<file path="config.mk">
export PLATFORM = sky130hd
export DESIGN_NAME = msx_slot_ctrl_flat
export DESIGN_NICKNAME = d
export VERILOG_FILES = /design/src/rtl/msx_slot_ctrl_if.sv /design/src/rtl/msx_slot_ctrl.sv /design/src/flat_wrapper.sv
export SDC_FILE = /design/constraint.sdc
export NUM_CORES = 1
export LEC_CHECK = 0
export ABC_CLOCK_PERIOD_IN_PS = 4950
export BUFFER_PORTS_ARGS = -buffer_cell sky130_fd_sc_hd__buf_2
export CORE_ASPECT_RATIO = 0.8
export CORE_MARGIN = 3
export CORE_UTILIZATION = 30
export CTS_CLUSTER_SIZE = 20
export DETAILED_ROUTE_END_ITERATION = 8
export PLACE_DENSITY_LB_ADDON = 0.05
export SLEW_MARGIN = 20
export SYNTH_ARGS = -nofsm -noshare
export SYNTH_HDL_FRONTEND = slang
export SYNTH_SLANG_ARGS = --single-unit
</file>
<file path="constraint.sdc">
create_clock -name clk -period 4.95 [get_ports clk]
set_clock_uncertainty 0.15 [all_clocks]
set_input_delay 0.495 -clock clk [delete_from_list [all_inputs] [get_ports clk]]
set_output_delay 0.495 -clock clk [all_outputs]
set_load 0.05 [all_outputs]
</file>
<file path="src/rtl/msx_slot_ctrl_if.sv">
// CPU-side memory/I/O bus between the T80 and the MSX slot controller.
`timescale 1ns/1ps
interface msx_slot_ctrl_if;
  logic [15:0] a;
  logic [7:0]  d_i;
  logic        mreq_n;
  logic        iorq_n;
  logic        rd_n;
  logic        wr_n;
  logic        m1_n;
  logic        rfrsh_n;
  logic        ppi_n;
  logic        wait_n;
  logic [1:0]  mem_slot;
  logic [1:0]  mem_subslot;
  logic        mem_cs;
  logic [7:0]  d_o;
  logic        d_oe;

  modport master (
    output a, d_i, mreq_n, iorq_n, rd_n, wr_n, m1_n, rfrsh_n, ppi_n,
    input  wait_n, mem_slot, mem_subslot, mem_cs, d_o, d_oe
  );

  modport slave (
    input  a, d_i, mreq_n, iorq_n, rd_n, wr_n, m1_n, rfrsh_n, ppi_n,
    output wait_n, mem_slot, mem_subslot, mem_cs, d_o, d_oe
  );
endinterface

</file>
<file path="src/rtl/msx_slot_ctrl.sv">
// MSX1 slot controller: primary slot register (port A8h), subslot registers
// (FFFFh of expanded slots), per-page slot resolution and the M1 wait state.
`timescale 1ns/1ps
module msx_slot_ctrl #(
  parameter logic [3:0] EXP_SLOTS = 4'b1000,
  parameter bit         M1_WAIT   = 1'b1
) (
  input  logic               clk,
  input  logic               reset,
  input  logic               ce,
  msx_slot_ctrl_if.slave     bus
);

  typedef enum logic [1:0] {
    ST_IDLE = 2'b00,
    ST_WAIT = 2'b01,
    ST_HOLD = 2'b10
  } state_t;

  state_t      state_q, state_d;
  logic [7:0]  pslot_q, pslot_d;
  logic [7:0]  sslot_q [4];
  logic [7:0]  sslot_d [4];
  logic        wr_prev_q, wr_prev_d;

  logic [1:0]  pg;
  logic [1:0]  cur_slot;
  logic [1:0]  p3_slot;
  logic        mem_active;
  logic        sreg_hit;
  logic        port_hit;
  logic        wr_edge;

  // Address decode: page, slot of the page, and register hits
  always_comb begin
    pg         = bus.a[15:14];
    cur_slot   = pslot_q[{pg, 1'b0} +: 2];
    p3_slot    = pslot_q[7:6];
    mem_active = ~bus.mreq_n & bus.rfrsh_n;
    sreg_hit   = (bus.a == 16'hFFFF) & mem_active & EXP_SLOTS[p3_slot];
    port_hit   = ~bus.iorq_n & bus.m1_n & ~bus.ppi_n & (bus.a[1:0] == 2'b00);
    wr_edge    = ~bus.wr_n & wr_prev_q;
  end

  // Register updates: one write per falling wr_n seen on a ce cycle
  always_comb begin
    pslot_d   = pslot_q;
    wr_prev_d = wr_prev_q;
    for (int unsigned i = 0; i < 4; i++) begin
      sslot_d[i] = sslot_q[i];
    end
    if (ce) begin
      wr_prev_d = bus.wr_n;
      if (wr_edge && port_hit) begin
        pslot_d = bus.d_i;
      end
      if (wr_edge && sreg_hit) begin
        sslot_d[p3_slot] = bus.d_i;
      end
    end
  end

  // Slot/subslot registers and write-edge tracker
  always_ff @(posedge clk or posedge reset) begin
    if (reset) begin
      pslot_q   <= '0;
      wr_prev_q <= 1'b1;
      for (int unsigned i = 0; i < 4; i++) begin
        sslot_q[i] <= '0;
      end
    end else begin
      pslot_q   <= pslot_d;
      wr_prev_q <= wr_prev_d;
      for (int unsigned i = 0; i < 4; i++) begin
        sslot_q[i] <= sslot_d[i];
      end
    end
  end

  // Memory mapping outputs and register readback
  always_comb begin
    bus.mem_slot    = cur_slot;
    bus.mem_subslot = EXP_SLOTS[cur_slot] ? sslot_q[cur_slot][{pg, 1'b0} +: 2] : 2'b00;
    bus.mem_cs      = mem_active & ~sreg_hit;
    bus.d_o         = '0;
    bus.d_oe        = 1'b0;
    if (~bus.rd_n) begin
      if (port_hit) begin
        bus.d_o  = pslot_q;
        bus.d_oe = 1'b1;
      end else if (sreg_hit) begin
        // MSX subslot register reads back inverted
        bus.d_o  = ~sslot_q[p3_slot];
        bus.d_oe = 1'b1;
      end
    end
  end

  // M1 wait FSM: state register
  always_ff @(posedge clk or posedge reset) begin
    if (reset) begin
      state_q <= ST_IDLE;
    end else begin
      state_q <= state_d;
    end
  end

  // M1 wait FSM: next state, advancing only on ce
  always_comb begin
    state_d = state_q;
    if (!M1_WAIT) begin
      state_d = ST_IDLE;
    end else if (ce) begin
      case (state_q)
        ST_IDLE: if (~bus.m1_n & ~bus.mreq_n) state_d = ST_WAIT;
        ST_WAIT: state_d = ST_HOLD;
        ST_HOLD: if (bus.mreq_n) state_d = ST_IDLE;
        default: state_d = ST_IDLE;
      endcase
    end
  end

  // M1 wait FSM: wait_n is low for the single ce period spent in WAIT
  always_comb begin
    bus.wait_n = 1'b1;
    if (state_q == ST_WAIT) begin
      bus.wait_n = 1'b0;
    end
  end

endmodule

</file>
<file path="src/flat_wrapper.sv">
// flat-port wrapper written by rule: the top's interface ports become plain ports
module msx_slot_ctrl_flat 
#(
  parameter logic [3:0] EXP_SLOTS = 4'b1000,
  parameter bit         M1_WAIT   = 1'b1
)
  (clk, reset, ce, bus_a, bus_d_i, bus_mreq_n, bus_iorq_n, bus_rd_n, bus_wr_n, bus_m1_n, bus_rfrsh_n, bus_ppi_n, bus_wait_n, bus_mem_slot, bus_mem_subslot, bus_mem_cs, bus_d_o, bus_d_oe);
  msx_slot_ctrl_if bus_i ();
  input  logic clk;
  input  logic reset;
  input  logic ce;
  input wire logic [$bits(bus_i.a)-1:0] bus_a;
  input wire logic [$bits(bus_i.d_i)-1:0] bus_d_i;
  input wire logic [$bits(bus_i.mreq_n)-1:0] bus_mreq_n;
  input wire logic [$bits(bus_i.iorq_n)-1:0] bus_iorq_n;
  input wire logic [$bits(bus_i.rd_n)-1:0] bus_rd_n;
  input wire logic [$bits(bus_i.wr_n)-1:0] bus_wr_n;
  input wire logic [$bits(bus_i.m1_n)-1:0] bus_m1_n;
  input wire logic [$bits(bus_i.rfrsh_n)-1:0] bus_rfrsh_n;
  input wire logic [$bits(bus_i.ppi_n)-1:0] bus_ppi_n;
  output wire logic [$bits(bus_i.wait_n)-1:0] bus_wait_n;
  output wire logic [$bits(bus_i.mem_slot)-1:0] bus_mem_slot;
  output wire logic [$bits(bus_i.mem_subslot)-1:0] bus_mem_subslot;
  output wire logic [$bits(bus_i.mem_cs)-1:0] bus_mem_cs;
  output wire logic [$bits(bus_i.d_o)-1:0] bus_d_o;
  output wire logic [$bits(bus_i.d_oe)-1:0] bus_d_oe;
  assign bus_i.a = bus_a;
  assign bus_i.d_i = bus_d_i;
  assign bus_i.mreq_n = bus_mreq_n;
  assign bus_i.iorq_n = bus_iorq_n;
  assign bus_i.rd_n = bus_rd_n;
  assign bus_i.wr_n = bus_wr_n;
  assign bus_i.m1_n = bus_m1_n;
  assign bus_i.rfrsh_n = bus_rfrsh_n;
  assign bus_i.ppi_n = bus_ppi_n;
  assign bus_wait_n = bus_i.wait_n;
  assign bus_mem_slot = bus_i.mem_slot;
  assign bus_mem_subslot = bus_i.mem_subslot;
  assign bus_mem_cs = bus_i.mem_cs;
  assign bus_d_o = bus_i.d_o;
  assign bus_d_oe = bus_i.d_oe;
  msx_slot_ctrl #(.EXP_SLOTS(EXP_SLOTS), .M1_WAIT(M1_WAIT)) u_core (.clk(clk), .reset(reset), .ce(ce), .bus(bus_i));
endmodule
</file>
==> flow_metrics.env <==
export IMPL_outcome="completed"
export IMPL_critPathArrivalTime_ns=2.58
export IMPL_drc=0
export IMPL_cts_hold_buffers=0
export IMPL_die_area_mm2=0.00786
export IMPL_syn_nets=183
export IMPL_min_path_type="in -> async"
export IMPL_slowest_stage="dfrtp_1"
export IMPL_ys_warn_count=0
export IMPL_powerDensity_mw_per_mm2=281
export IMPL_max_cap_violations=0
export IMPL_intPower_uw=502
export IMPL_syn_area_mm2=0.00205
export IMPL_start_util_pct=31.5
export IMPL_dpl_hpwl_mm=3.42
export IMPL_synth_top_cell_by_area="dfrtp_1"
export IMPL_slew_violations=0
export IMPL_crit_family="simple AND/OR/NAND/NOR gates"
export IMPL_n_antenna_cell=0
export IMPL_required_ns=4.30
export IMPL_drt_iter0_drc=65
export IMPL_final_nets=211
export IMPL_num_rows=26
export IMPL_clockPowerShare_pct=33.5
export IMPL_ys_ff_latch=43
export IMPL_synth_area_per_cell_um2=13.7
export IMPL_route_antenna_remaining_nets=0
export IMPL_num_fill_cells=636
export IMPL_p_sw_share_pct=25.0
export IMPL_whs_ns=0.186
export IMPL_cts_buffers=5
export IMPL_htreeDepth=2
export IMPL_postSynthCellCount=149
export IMPL_fin_setup_tns_ns=0
export IMPL_place_congestion=0.892
export IMPL_tritoncts="yes"
export IMPL_yosysUniqueCellTypes=28
export IMPL_grt_use_total_pct=12.7
export IMPL_portBuffers=48
export IMPL_overflow=0
export IMPL_startpoint_type="flip-flop"
export IMPL_drt_total_wl_mm=4.66
export IMPL_seq_power_share_pct=56.4
export IMPL_final_layout_size_suffix_gt1_share_pct=49.2
export IMPL_crit_buf_inv=1
export IMPL_synth_area_top_cells="dfrtp_1 51%, mux4_2 8.8%, mux2_2 7.7%"
export IMPL_die_x_um=98.4
export IMPL_grt_first_pass_wirelength_mm=7.63
export IMPL_root_buffer="clkbuf_8"
export IMPL_period_minus_slack_ns=3.23
export IMPL_power_switching_uw=167
export IMPL_grt_max_degree=44
export IMPL_clockBufferDepth=2
export IMPL_seq_area_frac_synth_pct=52.6
export IMPL_tightest_slew_ns=0.866
export IMPL_io_pins=49
export IMPL_coreArea_mm2=0.00651
export IMPL_rsz0062_at_grt="no"
export IMPL_numClockSinks=43
export IMPL_relSlewSlack_pct=42.0
export IMPL_finalCritPeriodShare_pct=65.2
export IMPL_max_freq_ghz=0.310
export IMPL_vias_per_cell=4.85
export IMPL_vias=1265
export IMPL_crit_chain="nand4b_2 > nor4_1 > nand2_1 > o2bb2ai_1 > buf_2"
export IMPL_routedWlPerCell_um=17.9
export IMPL_crit_type="reg -> out"
export IMPL_die_h_um=79.9
export IMPL_cts_setup_buffers=0
export IMPL_cts_resized=0
export IMPL_max_stage_delay_ns=0.85
export IMPL_crit_fanout=14
export IMPL_first_pass_iters=4
export IMPL_clock_latency_ns=0.29
export IMPL_combPwrFrac_pct=10.1
export IMPL_synth_top_cell_area_share_pct=51.3
export IMPL_area_delta_synth_final_pct=16.2
export IMPL_grt_pass1_vias=1395
export IMPL_antenna_found_initial=0
export IMPL_hold_viol=0
export IMPL_clk_pin_slew_ns=0.08
export IMPL_worst_setup_path_end_kind="output port"
export IMPL_p_leak_nw=1.17
export IMPL_vdd_ir_drop_max_mv=0.0888
export IMPL_setup_viol=0
==> power groups by stage <==
stage	combinational, mW	sequential [mW]	clock, mW
after floorplan	0.0495	0.374	0
after global placement	0.0675	0.385	0
after detailed placement	0.0689	0.386	0
after CTS	0.0690	0.379	0.232
after global routing	0.0742	0.381	0.249
final	0.0678	0.377	0.224
==> final timing paths <==
check,startpoint,endpoint,slack (ns),depth (start not counted)
setup / recovery,u_core.pslot_q[6],bus_d_o[5],1.72,5
hold / removal,reset,u_core.pslot_q[1],0.19,3
setup reg to reg,u_core.pslot_q[6],u_core.sslot_q[1],2.63,4
hold reg to reg,u_core.sslot_q[19],u_core.sslot_q[19],0.23,0
max in group asynchronous,reset,u_core.wr_prev_q,4.09,3
min in group clk,u_core.sslot_q[19],u_core.sslot_q[19],0.23,0
==> layout make-up <==
class | count | area, um^2 | share of cell area, %
clock buffers | 6 | 82.6 | 3.47
clock inverters | 1 | 5.00 | 0.210
inverters | 2 | 7.51 | 0.315
multi-input cells | 76 | 856 | 35.9
flip-flops and latches | 43 | 1080 | 45.2
well taps | 84 | 105 | 4.41
repair buffers | 49 | 248 | 10.4
==> cells in the mapped netlist, drive strengths merged <==
master,instances
a21oi,1
and3b,1
and4,1
buf,2
clkbuf,26
dfrtp,42
dfstp,1
inv,2
mux2,17
mux2i,8
mux4,12
nand2,5
nand2b,1
nand3b,4
nand4,6
nand4b,1
nor2,5
nor3,1
nor4,2
o21ai,1
o22ai,1
o2bb2ai,8
or4b,1
==> per-layer routing <==
layer	GRT usage [%]	vias to the layer above	wire length (um)
met5	0	-	0
met4	3.27	0	44
met1	17.1	636	2210
li1	-	595	-
met2	19.8	27	2200
met3	3.93	7	213
==> logic make-up after synthesis <==
kind of cell           share of synthesized area, %
and+or+nand+nor                                9.84
AOI/OAI and AO/OA                              4.21
buffers and inverters                          5.62
DFF                                            52.6
muxes                                          27.7
==> sequential cells by signal (all words and copies together), names as in the netlist <==
signal	count
u_core.wr_prev_q	1
u_core.state_q	2
u_core.pslot_q	8
u_core.sslot_q	32
==> worst min-delay path, stage by stage <==
cell and delay, ns:
buf_2 0.10, inv_1 0.04, buf_4 0.45
==> per-stage QoR <==
step	util [%]	worst slack (ns)	std cells	total power, mW	cell area (um^2)
2_1_floorplan	-	2.18	149	0.423	2050
3_3_place_gp	35.3	2.02	254	0.452	2290
3_5_place_dp	35.3	1.96	254	0.454	2290
4_1_cts	36.6	1.63	261	0.680	2380
5_1_grt	36.6	1.48	261	0.704	2380
6_report	36.6	1.72	261	0.669	2380
==> layout by cell type, fill, tap and decap left out <==
master	n
buf_2	48
dfrtp_1	42
mux2_2	14
mux2i_1	8
mux4_2	8
o2bb2ai_1	8
nand4_1	6
clkbuf_8	6
nand2_1	5
mux4_1	4
nor2_1	4
nand3b_1	3
mux2_4	3
inv_1	2
nor3_1	1
nor2_2	1
nand4b_2	1
nor4_4	1
and4_1	1
nand3b_4	1
nand2b_1	1
nor4_1	1
and3b_1	1
a21oi_1	1
or4b_2	1
o22ai_1	1
o21ai_0	1
clkinv_2	1
buf_4	1
dfstp_2	1
(Power assumes the default switching activity.)
